File: src/rtl/ras_rx32.sv
// Receive-side gearbox for the raspberry link: pairs 16-bit halfwords (low first) into
// 32-bit stream words and frames FRAME_WORDS words per ap_start.
module ras_rx32 #(
  parameter int unsigned FRAME_WORDS = 1024,
  parameter int unsigned CNT_W       = 16
) (
  input  logic             clk,
  input  logic             ap_rst,
  input  logic             ap_start,
  input  logic             rasin_valid,
  input  logic [15:0]      rasin_data,
  output logic             rasin_ready,
  output logic             output_r_TVALID,
  input  logic             output_r_TREADY,
  output logic [31:0]      output_r_TDATA,
  output logic             ap_done,
  output logic             ap_idle,
  output logic [CNT_W-1:0] word_count
);

  localparam logic [CNT_W-1:0] FrameWordsC = CNT_W'(FRAME_WORDS);
  localparam logic [CNT_W-1:0] LastWordC   = CNT_W'(FRAME_WORDS - 1);

  typedef enum logic [2:0] {StIdle, StLo, StHi, StDrain, StDone} state_e;

  state_e           state_q, state_d;
  logic [15:0]      low_q, low_d;
  logic [31:0]      tdata_q, tdata_d;
  logic             tvalid_q, tvalid_d;
  logic [CNT_W-1:0] cnt_q, cnt_d;
  logic [CNT_W-1:0] asm_q, asm_d;
  logic             ready;
  logic             drain;

  always_comb begin
    state_d  = state_q;
    low_d    = low_q;
    tdata_d  = tdata_q;
    tvalid_d = tvalid_q;
    cnt_d    = cnt_q;
    asm_d    = asm_q;
    ready    = 1'b0;
    drain    = tvalid_q & output_r_TREADY;

    if (drain) begin
      tvalid_d = 1'b0;
      if (cnt_q != FrameWordsC) begin
        cnt_d = cnt_q + 1'b1;
      end
    end

    case (state_q)
      StIdle: begin
        if (ap_start) begin
          state_d = StLo;
          cnt_d   = '0;
          asm_d   = '0;
        end
      end
      StLo: begin
        ready = 1'b1;
        if (rasin_valid) begin
          low_d   = rasin_data;
          state_d = StHi;
        end
      end
      StHi: begin
        // Single-entry output register: a word being drained this cycle frees the slot.
        ready = ~tvalid_q | output_r_TREADY;
        if (rasin_valid && ready) begin
          tdata_d  = {rasin_data, low_q};
          tvalid_d = 1'b1;
          asm_d    = asm_q + 1'b1;
          state_d  = (asm_q == LastWordC) ? StDrain : StLo;
        end
      end
      StDrain: begin
        if (!tvalid_q) begin
          state_d = StDone;
        end
      end
      StDone: begin
        state_d = StIdle;
      end
      default: begin
        state_d = StIdle;
      end
    endcase
  end

  always_ff @(posedge clk) begin
    if (ap_rst) begin
      state_q  <= StIdle;
      low_q    <= '0;
      tdata_q  <= '0;
      tvalid_q <= 1'b0;
      cnt_q    <= '0;
      asm_q    <= '0;
    end else begin
      state_q  <= state_d;
      low_q    <= low_d;
      tdata_q  <= tdata_d;
      tvalid_q <= tvalid_d;
      cnt_q    <= cnt_d;
      asm_q    <= asm_d;
    end
  end

  assign rasin_ready     = ready;
  assign output_r_TVALID = tvalid_q;
  assign output_r_TDATA  = tdata_q;
  assign word_count      = cnt_q;
  assign ap_done         = (state_q == StDone);
  assign ap_idle         = (state_q == StIdle);

endmodule
File: config.mk
export PLATFORM = sky130hd
export DESIGN_NAME = ras_rx32
export DESIGN_NICKNAME = d
export VERILOG_FILES = /design/src/rtl/ras_rx32.sv
export SDC_FILE = /design/constraint.sdc
export NUM_CORES = 1
export LEC_CHECK = 0
export ABC_AREA = 1
export CAP_MARGIN = 20
export CELL_PAD_IN_SITES_DETAIL_PLACEMENT = 2
export CELL_PAD_IN_SITES_GLOBAL_PLACEMENT = 2
export CORE_ASPECT_RATIO = 1.2
export CORE_MARGIN = 2
export CORE_UTILIZATION = 25
export DETAILED_ROUTE_END_ITERATION = 12
export PLACE_DENSITY_LB_ADDON = 0.1
export SLEW_MARGIN = 15
export SYNTH_ARGS = -nofsm -noshare
export SYNTH_HDL_FRONTEND = slang
export SYNTH_SLANG_ARGS = --single-unit
File: constraint.sdc
create_clock -name clk -period 1.3 [get_ports clk]
set_input_delay 0.26 -clock clk [delete_from_list [all_inputs] [get_ports clk]]
set_output_delay 0.26 -clock clk [all_outputs]
set_load 0.05 [all_outputs]
### Word level (Yosys, flattened, before mapping)

Cells that the tools add are included.

| word-level totals | value |
|---|---|
| flip-flop bits (word level) | 84 |
| logic and storage cells | 45 |
| output and inout port bits | 52 |
| bits of input ports | 21 |

| operators by class | value |
|---|---|
| reduce and logical (&&, ||, !) cells | 7 |
| add/sub/neg operators | 2 |
| multiplexer cells | 17 |
| bitwise operators | 3 |
| eq/ne operators | 10 |

Operators by type and width:

| cell | count |
|---|---|
| two-way mux 16 bit | 6 |
| adder 16 x 1 -> 16 bit (second input constant) | 2 |
| one-hot mux 16 bit (2 select lines) | 1 |
| equality test 16 x 10 -> 1 bit (second input constant) | 1 |
| != test 16 x 11 -> 1 bit (second input constant) | 1 |
| two-way mux 3 bit | 4 |
| one-hot mux 3 bit (4 select lines) | 1 |
| != test 2 bit (second input constant) | 4 |
| equality test 3 x 2 -> 1 bit (second input constant) | 2 |
| AND reduction 2 bit | 2 |
| AND reduction 4 bit | 1 |
| equality test 3 x 1 -> 1 bit (second input constant) | 1 |
| equality test 3 bit (second input constant) | 1 |
| logical NOT 3 bit | 1 |
| two-way mux 1 bit | 3 |
| AND reduction 3 bit | 1 |
| two-way mux 2 bit | 1 |
| one-hot mux 1 bit (2 select lines) | 1 |
| nonzero test 2 bit | 1 |
| bitwise AND 1 bit | 1 |
| logical AND 1 bit | 1 |
| inverter 1 bit | 1 |
| bitwise OR 1 bit | 1 |

### Logic depth before layout (Yosys ltp)

Gate-level depths: netlist of run 1.

| logic depth | value |
|---|---|
| word-level depth | 5 |
| mapped depth | 11 |
| mapped depth without buffers | 11 |

### Worst setup path before layout of run 1

Ideal clock, no wire load.

| timing path | value |
|---|---|
| path kind | reg-to-output |
| start point | reg tvalid_q (netlist: output_r_TVALID) |
| end point | out rasin_ready |
| arrival | 1.733 ns |
| setup slack | -0.693 ns |
| path buffers | 0 |
| cell stages (with the launch flop) | 4 |
| required time | 1.040 ns |
| cells stage by stage | dfxtp_1 -> inv_1 -> nor2_1 -> o21ai_0 |

| between the ends | value |
|---|---|
| cells in the longest elaborated chain, start to end | 3 |

RTL lines:

| item | line | RTL |
|---|---|---|
| start, declared | 29 | `logic tvalid_q, tvalid_d;` |
| start signal, assigned | 103 | `tvalid_q <= tvalid_d;` |
| inverter 1 bit | 69 | `ready = ~tvalid_q \| output_r_TREADY;` |
| bitwise OR 1 bit | 69 |  |
| one-hot mux 1 bit (2 select lines) | 52 | `case (state_q)` |
| end, declared | 12 | `output logic rasin_ready,` |

Every way passes these cells.

### Worst setup path after layout of run 1

| timing path | value |
|---|---|
| start point | reg state_q[2] |
| end point | out ap_done |

| between the ends | value |
|---|---|
| cells in the longest elaborated chain, start to end | 1 |

RTL lines:

| item | line | RTL |
|---|---|---|
| start, declared | 26 | `state_e state_q, state_d;` |
| start signal, assigned | 93 | `state_q <= StIdle;` |
| start signal, assigned | 100 | `state_q <= state_d;` |
| equality test 3 bit | 113 | `assign ap_done = (state_q == StDone);` |
| end, declared | 16 | `output logic ap_done,` |

Every way passes these cells.

==> results of run 1 <==
## stage by stage
step | utilization (%) | instance area, sq um | TNS (ns) | hold slack (ns)
3_5_place_dp | 39.0 | 5550 | -35.27 | 0.468
6_report | 52.7 | 7500 | -9.43 | 0.471
5_1_grt | 52.7 | 7500 | -14.87 | 0.514
2_1_floorplan | - | 3710 | -0.910 | 0.319
4_1_cts | 47.9 | 6820 | -6.87 | 0.480
3_3_place_gp | 39.0 | 5550 | -32.30 | 0.458
## worst paths after layout
| check | start | end | slack, ns | cells past startpoint |
|---|---|---|---|---|
| setup reg to reg | state_q[0] | output_r_TDATA[14] | -0.22 | 9 |
| setup / recovery | state_q[2] | ap_done | -0.27 | 4 |
| hold / removal | asm_q[10] | asm_q[10] | 0.47 | 2 |
| hold reg to reg | asm_q[10] | asm_q[10] | 0.47 | 2 |
## power by group
group	internal, uW	switching (uW)	total (uW)
clock network	1380	1240	2610
logic	621	743	1360
registers	2650	109	2760
total	4650	2090	6740
## metal layers
metal  vias to the layer above  share of wire [%]  GRT usage [%]
met1                      2077                 39           23.0
met5                         -                  0              0
met2                        74                 56           39.7
met3                        26                2.6           2.86
met4                         0                2.3           7.11
li1                       1946                  -              -
## kinds of logic after synthesis
| family | Yosys count | share of synthesized area [%] |
|---|---|---|
| AOI/OAI and AO/OA | 82 | 11.6 |
| and+or+nand+nor | 261 | 31.5 |
| buffers and inverters | 58 | 6.83 |
| adders and majority gates | 3 | 1.04 |
| xor gates and xnor gates | 10 | 2.43 |
| DFF | 84 | 46.6 |
## synthesized netlist by cell type, types with 2 or more instances
library cell	number	area share [%]
nand3_1	22	3.1
clkbuf_1	5	0.52
o21ai_1	2	0.28
nor2_1	150	16
nor3_1	5	0.69
nand4_1	9	1.6
xnor2_1	2	0.49
inv_2	6	0.62
nor3_2	5	1.4
inv_1	33	3.4
xor2_1	8	1.9
nand2_8	2	1.1
a21oi_1	18	2.5
nand2_1	58	6.0
nand3_2	2	0.55
clkinv_1	2	0.21
ha_1	3	1.0
buf_2	9	1.2
dfxtp_1	84	47
nand2_2	3	0.52
o21ai_0	58	8.0
## layout make-up
| cell class | count | area, sq um | area share [%] |
|---|---|---|---|
| clock buffers | 11 | 243 | 3.24 |
| clock inverters | 5 | 42.5 | 0.567 |
| inverters | 42 | 190 | 2.54 |
| multi-input cells | 357 | 2740 | 36.5 |
| flip-flops and latches | 84 | 1720 | 23.0 |
| well taps | 175 | 219 | 2.92 |
| repair buffers | 169 | 2340 | 31.2 |
| repair inverters | 1 | 3.75 | 0.0501 |
## sequential cells by signal, summed over array words and instances, names as in the netlist
name and cells:
output_r_TDATA 32, asm_q 16, low_q 16, word_count 16, state_q 3, output_r_TVALID 1
## what timing repair did
item	CTS	global route
pin swaps	48	83
endpoints found under the setup margin	85	86
setup buffers	20	17
hold endpoints to repair	0	0
gates cloned	8	2
gates resized for setup	202	145
## worst max-delay path, cell delays in order (launching register included)
cell	delay, ns
dfxtp_2	0.36
clkinv_4	0.10
buf_4	0.16
nor3_4	0.16
buf_12	0.17
==> impl_metrics.csv, run 1 <==
group,metric,value,unit
grt,grt_pass1_wl,24600,um
grt,grt_max_degree,51,
routing,num_vias,4123,
timing,max_freq,637,MHz
timing,hold_viol,0,
yosys,syn_area_per_cell,7.25,sq um
placement,io_buffers,72,
grt,grt_pass1_vias,4566,
timing,setup_violations,74,
placement,pre_cts_ws,-0.562,ns
routing,totalWireLength,18100,um
yosys,ys_ff_latch,84,
setup_path,cp-start-kind,"flop",
pwr,p_total,6740,uW
final_layout,synthToLayoutAreaGrowth,108,%
timing,fin_crit_sh,121,%
clocking,clk_pin_slew,0.07,ns
final_layout,fillers,1415,
floorplan,io_pins,73,
pwr,cellLeakagePower,0.00298,uW
clocking,clk_latency,0.36,ns
clocking,clock-sinks,84,
routing,drt-initial-drc-count,112,
final_layout,stdcell_count,844,
floorplan,fp-row-count,48,
status,outcome,"finished, violations left",
pwr,power_density,898,nW/um^2
final_layout,drive_above_1_share,57.0,%
yosys,netlist_area,3610,sq um
timing,period_needed,1.57,ns
yosys,synth_edf_count,0,
setup_path,crit_arrival,1.31,ns
placement,dp_hpwl,8980,um
routing,wire_per_inst,21.4,um
yosys,ys.flop_type,"dfxtp_1",
clocking,h-tree-depth,3,
floorplan,die_w,114,um
setup_path,worst-path-max-fanout,5,
yosys,synth.yosys.seq_area_share,46.6,%
routing,antenna_left,0,
final_layout,n_antenna_cell,0,
clocking,cts-hold-fix-buffers,0,
worst_hold_path,min_path_type,"flop to flop",
floorplan,die_y,136,um
timing,drv_slew,0,
flow_run,drv_cap,0,
yosys,async_flop_share,0,%
setup_path,critPathKind,"flop to primary output",
grt,grt-ovfl-total,0,
timing,timing.final.ws_setup,-0.269,ns
clocking,clk_path_buf_depth,2,
clocking,cts_tree,"done",
yosys,synth_cell_types,33,
clocking,cts_root_buf,"clkbuf_16",
yosys,yosysWarnings,0,
grt,track_usage,20.6,%
floorplan,initial_utilization,25.4,%
final_layout,num-nets-final,688,
yosys,syn_inst,498,
routing,viasPerCell,4.89,
routing,drc,0,
setup_path,cp-end-kind,"primary output",
timing,tightest_slew,0.422,ns
routing,drt_first_pass_iters,4,
status,violations,"negative setup slack",
timing,rsz0062_at_grt,"true",
setup_path,cp.required,1.04,ns
grt,antenna_found_initial,0,
final_layout,mostFrequentLayoutCell,"nor2_1",
placement,gp_congestion,0.757,
floorplan,die-area,15400,sq um
yosys,synth_nets,522,
final_layout,layout_common_cells,"89 x nor2_1, 64 x dfxtp_1, 64 x buf_12",
timing,fin_skew,0.00784,ns
placement,place_inst,786,
pwr,vdd_drop_max,0.000678,V
clocking,numCtsBuffers,9,
timing,relSlewSlack,71.8,%
floorplan,core,14200,sq um
(Power assumes the default switching activity.)
==> run 2: changes to the inputs <==
- CTS_CLUSTER_SIZE: default -> 16
- SKIP_LAST_GASP: default -> 1
==> run 2 against run 1 <==
- the flow still finishes with violations (negative setup slack)
- clock power about the same
- critical path depth is 5 higher
- sequential share of layout area grew 1.1 points
- count of clock-buffer cells in the layout did not move
- critical path type is now flop to flop
- largest power group unchanged
- highest routed layer unchanged
==> impl_metrics.csv, run 2 (synthesis results as in run 1) <==
group,metric,value,unit
placement,gp_congestion,0.757,
setup_path,cp.buffers_inverters,5,
placement,pre_cts_ws,-0.562,ns
setup_path,crit_arrival,1.84,ns
routing,totalWireLength,16700,um
routing,drt-initial-drc-count,80,
placement,io_buffers,72,
grt,track_usage,20.9,%
setup_path,path_cells,"inv_8 > nand3_4 > buf_6 > buf_12 > nor2_4 > buf_6 > buf_16 > o21ai_1 > nor2_1",
setup_path,cp.required,1.60,ns
routing,wire_per_inst,20.0,um
status,outcome,"finished, violations left",
clocking,clk_pin_slew,0.07,ns
floorplan,die-area,15400,sq um
setup_path,rrSetupSlack,-0.24,ns
timing,timing.final.ws_setup,-0.241,ns
pwr,cellLeakagePower,0.00289,uW
floorplan,core,14200,sq um
grt,grt_pass1_wl,24900,um
floorplan,die_y,136,um
grt,use_met1,22.9,%
final_layout,n_antenna_cell,0,
final_layout,stdcell_count,835,
grt,grt_max_degree,51,
timing,rsz0062_at_grt,"true",
setup_path,cpPeakStageDelay,0.37,ns
routing,drc,0,
grt,antenna_found_initial,0,
clocking,cts_root_buf,"clkbuf_16",
setup_path,worstSetupStartpoint,"state_q[2]",
pwr,p_total,6630,uW
timing,relSlewSlack,75.5,%
floorplan,initial_utilization,25.4,%
routing,antenna_left,0,
setup_path,worst_path_most_repeated_cell,"buf_6",
final_layout,layout_common_cells,"92 x nor2_1, 65 x dfxtp_1, 61 x buf_12",
placement,dp_hpwl,8980,um
clocking,cts-hold-fix-buffers,0,
grt,grt_most_used_layer,"met2",
timing,fin_crit_sh,119,%
pwr,power_density,926,nW/um^2
flow_run,drv_cap,0,
grt,grt-ovfl-total,0,
setup_path,slowest_stage,"dfxtp_4",
final_layout,mostFrequentLayoutCell,"nor2_1",
timing,setup_violations,69,
timing,max_freq,649,MHz
setup_path,reg2reg_from,"state_q[2]",
routing,num_vias,4080,
grt,use_met3,2.91,%
clocking,h-tree-depth,3,
routing,viasPerCell,4.89,
timing,hold_viol,0,
final_layout,largest_reg_flops,32,
floorplan,fp-row-count,48,
placement,place_inst,786,
setup_path,crit_family,"buffers and inverters",
timing,tightest_slew,0.364,ns
floorplan,die_w,114,um
clocking,clk_latency,0.36,ns
final_layout,num-nets-final,679,
grt,grt_use_met2,40.4,%
timing,period_needed,1.54,ns
clocking,clk_path_buf_depth,2,
clocking,clock-sinks,84,
clocking,numCtsBuffers,9,
timing,drv_slew,0,
status,violations,"negative setup slack",
routing,drt_first_pass_iters,4,
final_layout,drive_above_1_share,52.0,%
grt,grt_pass1_vias,4612,
timing,fin_skew,0.0117,ns
final_layout,finish.utilization,50.3,%
setup_path,cp-start-kind,"flop",
setup_path,cp-end-kind,"flop",
final_layout,synthToLayoutAreaGrowth,98.2,%
clocking,cts_tree,"done",
floorplan,io_pins,73,
setup_path,worst-path-max-fanout,8,
worst_hold_path,min_path_type,"flop to flop",
setup_path,critPathKind,"flop to flop",
pwr,vdd_drop_max,0.000618,V
worst_hold_path,min_from,"asm_q[10]",
run 2: cell types whose count changed in the layout (fill, tap and decap cells not counted), sizes merged:
cell,delta
buf,-7
clkbuf,-2
clkinv,-1
inv,+1
run 2: cell type report:
class	instances	area, sq um
Sequential cell	84	1720
Clock inverter	5	42.5
Multi-Input combinational cell	357	2550
Fill cell	1445	7080
Tap cell	175	219
Timing Repair Buffer	160	2180
Clock buffer	11	243
Inverter	42	193
Timing Repair inverter	1	3.75
run 2: final timing paths:
path | end | depth (start not counted)
setup / recovery | output_r_TDATA[2] | 9
hold / removal | asm_q[10] | 2
setup reg to reg | output_r_TDATA[2] | 9
hold reg to reg | asm_q[10] | 2
run 2: tightest hold or removal path: stages (launching register included):
cell	delay (ns)
dfxtp_1	0.33
inv_1	0.05
a21oi_1	0.05
run 2: per-stage QoR:
step / TNS [ns] / hold slack [ns] / cell area (sq um)
floorplan: -0.910 / 0.319 / 3710
global route: -14.83 / 0.519 / 7150
finish: -9.36 / 0.480 / 7150
CTS: -7.22 / 0.480 / 6780
detailed placement: -35.27 / 0.468 / 5550
global placement: -32.30 / 0.458 / 5550
run 2: layer usage:
layer / routed length (um) / vias up / part of all wire [%]
met4: 431 / 0 / 2.6
met5: 0 / - / 0
met2: 9400 / 80 / 56
met1: 6410 / 2043 / 38
met3: 494 / 25 / 3.0
li1: - / 1932 / -
run 2: report_power, final:
part,switching (uW),internal (uW)
logic,689,563
clock network,1250,1380
registers,99.6,2650
run 2: timing repair:
item	4_1_cts	5_1_grt
cloned	8	0
setup buffers	20	10
pin swaps	47	67
gates resized for setup	178	117
setup endpoints to repair	85	87
==> run 3: changes to the inputs <==
- CAP_MARGIN: 20 -> 15
==> results of run 3 <==
The final DEF is identical to that of run 2; final timing and power are the same.
